File: config.mk
export PLATFORM = sky130hd
export DESIGN_NAME = emd_sift_sub
export DESIGN_NICKNAME = d
export VERILOG_FILES = /design/src/rtl/emd_sift_sub.sv
export SDC_FILE = /design/constraint.sdc
export NUM_CORES = 2
export LEC_CHECK = 0
export BUFFER_PORTS_ARGS = -buffer_cell sky130_fd_sc_hd__clkbuf_2
export CELL_PAD_IN_SITES_DETAIL_PLACEMENT = 0
export CELL_PAD_IN_SITES_GLOBAL_PLACEMENT = 1
export CORE_MARGIN = 5
export CORE_UTILIZATION = 44
export CTS_CLUSTER_DIAMETER = 80
export CTS_CLUSTER_SIZE = 16
export DETAILED_ROUTE_END_ITERATION = 8
export MAX_ROUTING_LAYER = met4
export PLACE_DENSITY_LB_ADDON = 0.3
export SLEW_MARGIN = 20
export SYNTH_ARGS = -nofsm -noshare
export SYNTH_HDL_FRONTEND = slang
export SYNTH_SLANG_ARGS = --single-unit
File: constraint.sdc
create_clock -name CLK -period 8.55 [get_ports CLK]
set_input_delay 2.565 -clock CLK [delete_from_list [all_inputs] [get_ports CLK]]
set_output_delay 2.565 -clock CLK [all_outputs]
set_load 0.005 [all_outputs]
File: src/rtl/emd_sift_sub.sv
// EMD sifting-subtract stage: envelope mean, candidate IMF, and per-frame
// stop-criterion energies (sum m^2 vs. sum h^2) for the sifting controller.
module emd_sift_sub #(
  parameter int FRAME_LEN = 120,
  parameter int ACC_W     = 40,
  parameter int SD_SHIFT  = 2
) (
  input  logic                    CLK,
  input  logic                    RST_N,
  input  logic                    SYNC_CLR,
  input  logic                    IN_VALID,
  input  logic signed [15:0]      XD,
  input  logic signed [15:0]      ENV_U,
  input  logic signed [15:0]      ENV_L,
  output logic signed [15:0]      H_OUT,
  output logic signed [15:0]      MEAN_OUT,
  output logic                    H_VALID,
  output logic                    FRAME_DONE,
  output logic        [ACC_W-1:0] SD_NUM,
  output logic        [ACC_W-1:0] SD_DEN,
  output logic                    CONVERGED
);

  localparam int CNT_W = $clog2(FRAME_LEN);
  localparam int CMP_W = ACC_W + SD_SHIFT;
  localparam logic [CNT_W-1:0] LAST = CNT_W'(FRAME_LEN - 1);

  function automatic logic signed [15:0] sat16(input logic signed [16:0] d);
    if (d > 17'sd32767)
      return 16'sh7fff;
    else if (d < -17'sd32768)
      return 16'sh8000;
    else
      return d[15:0];
  endfunction

  // Square via magnitude so that (-32768)^2 = 2^30 is exact.
  function automatic logic [ACC_W-1:0] sq(input logic signed [15:0] a);
    logic [15:0] mag;
    mag = a[15] ? 16'(-a) : a;
    return ACC_W'(32'(mag) * 32'(mag));
  endfunction

  logic signed [16:0]      sum_p1;
  logic signed [15:0]      xd_p1;
  logic                    vld_p1;
  logic signed [15:0]      mean_p1;
  logic signed [16:0]      diff_p1;
  logic        [ACC_W-1:0] acc_n, acc_d;
  logic        [CNT_W-1:0] cnt;
  logic        [ACC_W-1:0] num_nx, den_nx;
  logic                    conv_nx;

  // Stage 1: envelope sum and aligned sample
  always_ff @(posedge CLK or negedge RST_N) begin
    if (!RST_N) begin
      sum_p1 <= '0;
      xd_p1  <= '0;
      vld_p1 <= 1'b0;
    end else begin
      vld_p1 <= IN_VALID & ~SYNC_CLR;
      if (IN_VALID) begin
        sum_p1 <= 17'(ENV_U) + 17'(ENV_L);
        xd_p1  <= XD;
      end
    end
  end

  always_comb begin
    mean_p1 = 16'(sum_p1 >>> 1);
    diff_p1 = 17'(xd_p1) - 17'(mean_p1);
  end

  // Stage 2: mean and saturated h
  always_ff @(posedge CLK or negedge RST_N) begin
    if (!RST_N) begin
      H_OUT    <= '0;
      MEAN_OUT <= '0;
      H_VALID  <= 1'b0;
    end else begin
      H_VALID <= vld_p1 & ~SYNC_CLR;
      if (vld_p1 && !SYNC_CLR) begin
        H_OUT    <= sat16(diff_p1);
        MEAN_OUT <= mean_p1;
      end
    end
  end

  always_comb begin
    num_nx  = acc_n + sq(MEAN_OUT);
    den_nx  = acc_d + sq(H_OUT);
    conv_nx = ((CMP_W'(num_nx) << SD_SHIFT) <= CMP_W'(den_nx));
  end

  // Frame accumulation and stop-criterion publish
  always_ff @(posedge CLK or negedge RST_N) begin
    if (!RST_N) begin
      acc_n      <= '0;
      acc_d      <= '0;
      cnt        <= '0;
      SD_NUM     <= '0;
      SD_DEN     <= '0;
      CONVERGED  <= 1'b0;
      FRAME_DONE <= 1'b0;
    end else begin
      FRAME_DONE <= 1'b0;
      if (SYNC_CLR) begin
        acc_n <= '0;
        acc_d <= '0;
        cnt   <= '0;
      end else if (H_VALID) begin
        if (cnt == LAST) begin
          SD_NUM     <= num_nx;
          SD_DEN     <= den_nx;
          CONVERGED  <= conv_nx;
          FRAME_DONE <= 1'b1;
          acc_n      <= '0;
          acc_d      <= '0;
          cnt        <= '0;
        end else begin
          acc_n <= num_nx;
          acc_d <= den_nx;
          cnt   <= cnt + CNT_W'(1);
        end
      end
    end
  end

endmodule

==> results.json <==
{
  "yosys_register_bits": 235,
  "cts_tree": "yes",
  "max_stage_delay_ns": 0.56,
  "layout-drive-gt1-share": 0.202,
  "relSlewSlack": 0.246,
  "synth_edf_count": 0,
  "vias_per_cell": 5.06,
  "syn_area_per_cell_um2": 8.96,
  "startpoint_type": "flip-flop",
  "clock_sinks": 235,
  "violations": "negative setup slack",
  "synth.distinct_cells": 86,
  "fin_cells": 4529,
  "finalSetupViolations": 1,
  "critPathBufInv": 7,
  "insertion_delay_ns": 0.55,
  "cts.path.max_buffers": 3,
  "design.core.area_um2": 64100,
  "first_iter_violations": 1367,
  "dpl.cell_count": 4461,
  "hold_viol_final": 0,
  "wl_um": 82800,
  "grt_max_degree": 159,
  "portBuffers": 166,
  "cts_buffers": 24,
  "die_h_um": 264,
  "finalMaxSlewViolations": 0,
  "cp_slowest_cell": "or4_4",
  "crit_arrival_ns": 9.30,
  "skew_ns": 0.0166,
  "synth_area_um2": 28300,
  "rsz0062_at_grt": "true",
  "crit_required_ns": 9.04,
  "drv_cap": 0,
  "busiest_layer": "met2",
  "wire_per_inst_um": 18.3,
  "antenna_found_initial": 0,
  "critPathCaptureType": "flip-flop",
  "fin_nets": 4378,
  "met3_usage": 0.0458,
  "run_status": "complete, but fails checks",
  "die_w_um": 264,
  "max_slew.worst_pin.slew_ns": 1.13,
  "drt_pass1_iterations": 5,
  "dieArea_um2": 69600,
  "remaining_drc_errors": 0,
  "htree_levels": 1,
  "synth_area_leaders": "fa_1 28%, dfrtp_1 21%, ha_1 12%, inv_1 9.7%, nand2_1 5.7%",
  "cp_max_fo": 3,
  "crit_type": "reg2reg",
  "grt_pass1_wl_um": 133000,
  "synth_ff_type": "dfrtp_1",
  "routabilityCongestion": 0.956,
  "area_delta_synth_final_pct": 21.1,
  "hpwl_um": 69200,
  "initial_core_util": 0.442,
  "met2_usage": 0.405,
  "r2r_setup_slack_ns": -0.25,
  "ant_nets": 0,
  "synthArstFlopShare": 1.00,
  "grt_pass1_vias": 24500,
  "n_antenna_cell": 0,
  "met1_usage": 0.329,
  "path_delay_family": "adder cells",
  "rows": 93,
  "grt_usage": 0.245,
  "num_vias": 22900,
  "fin_crit_sh": 1.03,
  "finalSetupTns_ns": -0.254,
  "yosysTopAreaCellShare": 0.276,
  "cts-root-buf": "clkbuf_16",
  "syn_inst": 3163,
  "pin_count": 167,
  "fill_cells": 5998,
  "path_common_cell": "fa_1",
  "fin_ws_ns": -0.254,
  "hold_path_class": "reg2reg",
  "gr-total-overflow": 0,
  "yosysWarningCount": 0,
  "synth-seq-area-share": 0.208,
  "path_clk_slew_ns": 0.07,
  "synth_top_cell_by_area": "fa_1",
  "maxClockFrequency_mhz": 114,
  "fin_crit_ns": 8.80
}
[placed cells by master (no fill, tap or decap), types with 7 or more instances in the layout]
master and n:
o21bai_1 13, nand2b_1 12, a211oi_1 14, inv_1 727, conb_1 21, nor2b_1 9, a21boi_0 8, ha_1 265
maj3_1 13, a21o_1 51, nand3_1 24, o21a_1 22, clkbuf_16 25, nor3_1 19, fa_1 389, nor2_4 7
clkbuf_2 164, o21ai_1 9, clkinv_2 10, o21ai_0 175, mux2_2 20, nand3b_1 7, a22o_1 35, dfrtp_1 234
nand4_1 15, a21oi_2 7, xnor2_1 67, xor2_1 50, nor2_2 13, ha_4 11, a21oi_1 72, nor2_1 163
buf_4 366, xnor2_2 8, o31ai_1 12, nand2_1 422
[synthesized netlist by cell type, types with 5 or more instances]
library cell,instances
or3_1,7
ha_1,276
fa_1,390
inv_1,733
o21bai_1,13
clkbuf_1,75
and3_1,8
maj3_1,13
clkinv_1,14
xor2_1,57
nor2b_1,10
nand4_1,15
o21ai_0,187
o21a_1,22
nor4_1,6
a21boi_0,9
dfrtp_1,235
a22o_1,35
or4_1,7
a211oi_1,16
a21oi_1,79
nor3_1,23
xnor2_1,74
o211ai_1,5
a21o_1,51
nand3b_1,7
buf_1,5
nand2b_1,13
nor2_1,183
o31ai_1,15
a31oi_1,7
nand3_1,25
o2111ai_1,5
mux2_2,20
nand2_1,428
o41ai_1,7
[per-stage QoR]
stage          setup slack, ns   util  instance area (um2)  hold slack [ns]
6_report                -0.254  0.535                34300            0.476
3_5_place_dp            -0.597  0.513                32900            0.463
4_1_cts                 -0.195  0.533                34200            0.480
3_3_place_gp            -0.372  0.513                32900            0.457
2_1_floorplan          0.00530      -                28700            0.450
5_1_grt                 -0.670  0.535                34300            0.502
[registers in the layout (all words and copies together) (netlist names)]
| name | count |
|---|---|
| CONVERGED | 1 |
| FRAME_DONE | 1 |
| H_OUT | 16 |
| H_VALID | 1 |
| MEAN_OUT | 16 |
| SD_DEN | 40 |
| SD_NUM | 40 |
| acc_d | 40 |
| acc_n | 40 |
| cnt | 7 |
| sum_p1 | 16 |
| vld_p1 | 1 |
| xd_p1 | 16 |
[what timing repair did]
action	in CTS	in global routing
pin swaps	58	11
hold buffers	0	0
setup buffers	27	1
gates resized for setup	76	23
hold endpoints to repair	0	0
endpoints found under the setup margin	1	1
[logic make-up after synthesis]
| family | after synthesis | share of synthesized area |
|---|---|---|
| fa+ha+maj | 680 | 0.403 |
| other cells | 2 | 0.000265 |
| compound gates | 492 | 0.112 |
| simple gates | 763 | 0.115 |
| mux | 23 | 0.00901 |
| xor+xnor | 133 | 0.0419 |
| flops | 235 | 0.208 |
| buf+inv | 835 | 0.111 |
[worst min-delay path: cells and delay by family (launching register included)]
family | cells | cell delay [ns]
AND/OR/NAND/NOR | 2 | 0.10
flip-flops | 1 | 0.34
[worst paths after layout]
| kind | start | to | cells past startpoint |
|---|---|---|---|
| max | H_OUT[6] | CONVERGED | 34 |
| min | SD_NUM[18] | SD_NUM[18] | 2 |
| max reg2reg | H_OUT[6] | CONVERGED | 34 |
| min reg2reg | SD_NUM[18] | SD_NUM[18] | 2 |
| max in group asynchronous | RST_N | acc_n[4] | 2 |
| min in group asynchronous | RST_N | sum_p1[8] | 1 |
[area by class of cell]
type,instances,area (um2),area share
multi-input cells,2112,20000,0.584
flip-flops and latches,235,5880,0.172
repair buffers,538,3690,0.108
inverters,749,2850,0.0830
well taps,855,1070,0.0312
clock buffers,27,643,0.0188
clock inverters,13,129,0.00376
[per-layer routing]
metal / wire length [um] / up-vias
met1: 36400 / 11500
met3: 5560 / 62
li1: - / 10800
met2: 39600 / 531
met4: 1270 / 0
met5: 0 / -
Power is not shown: default switching activity piles up to over one toggle a cycle in this logic, so the estimate is an artifact.
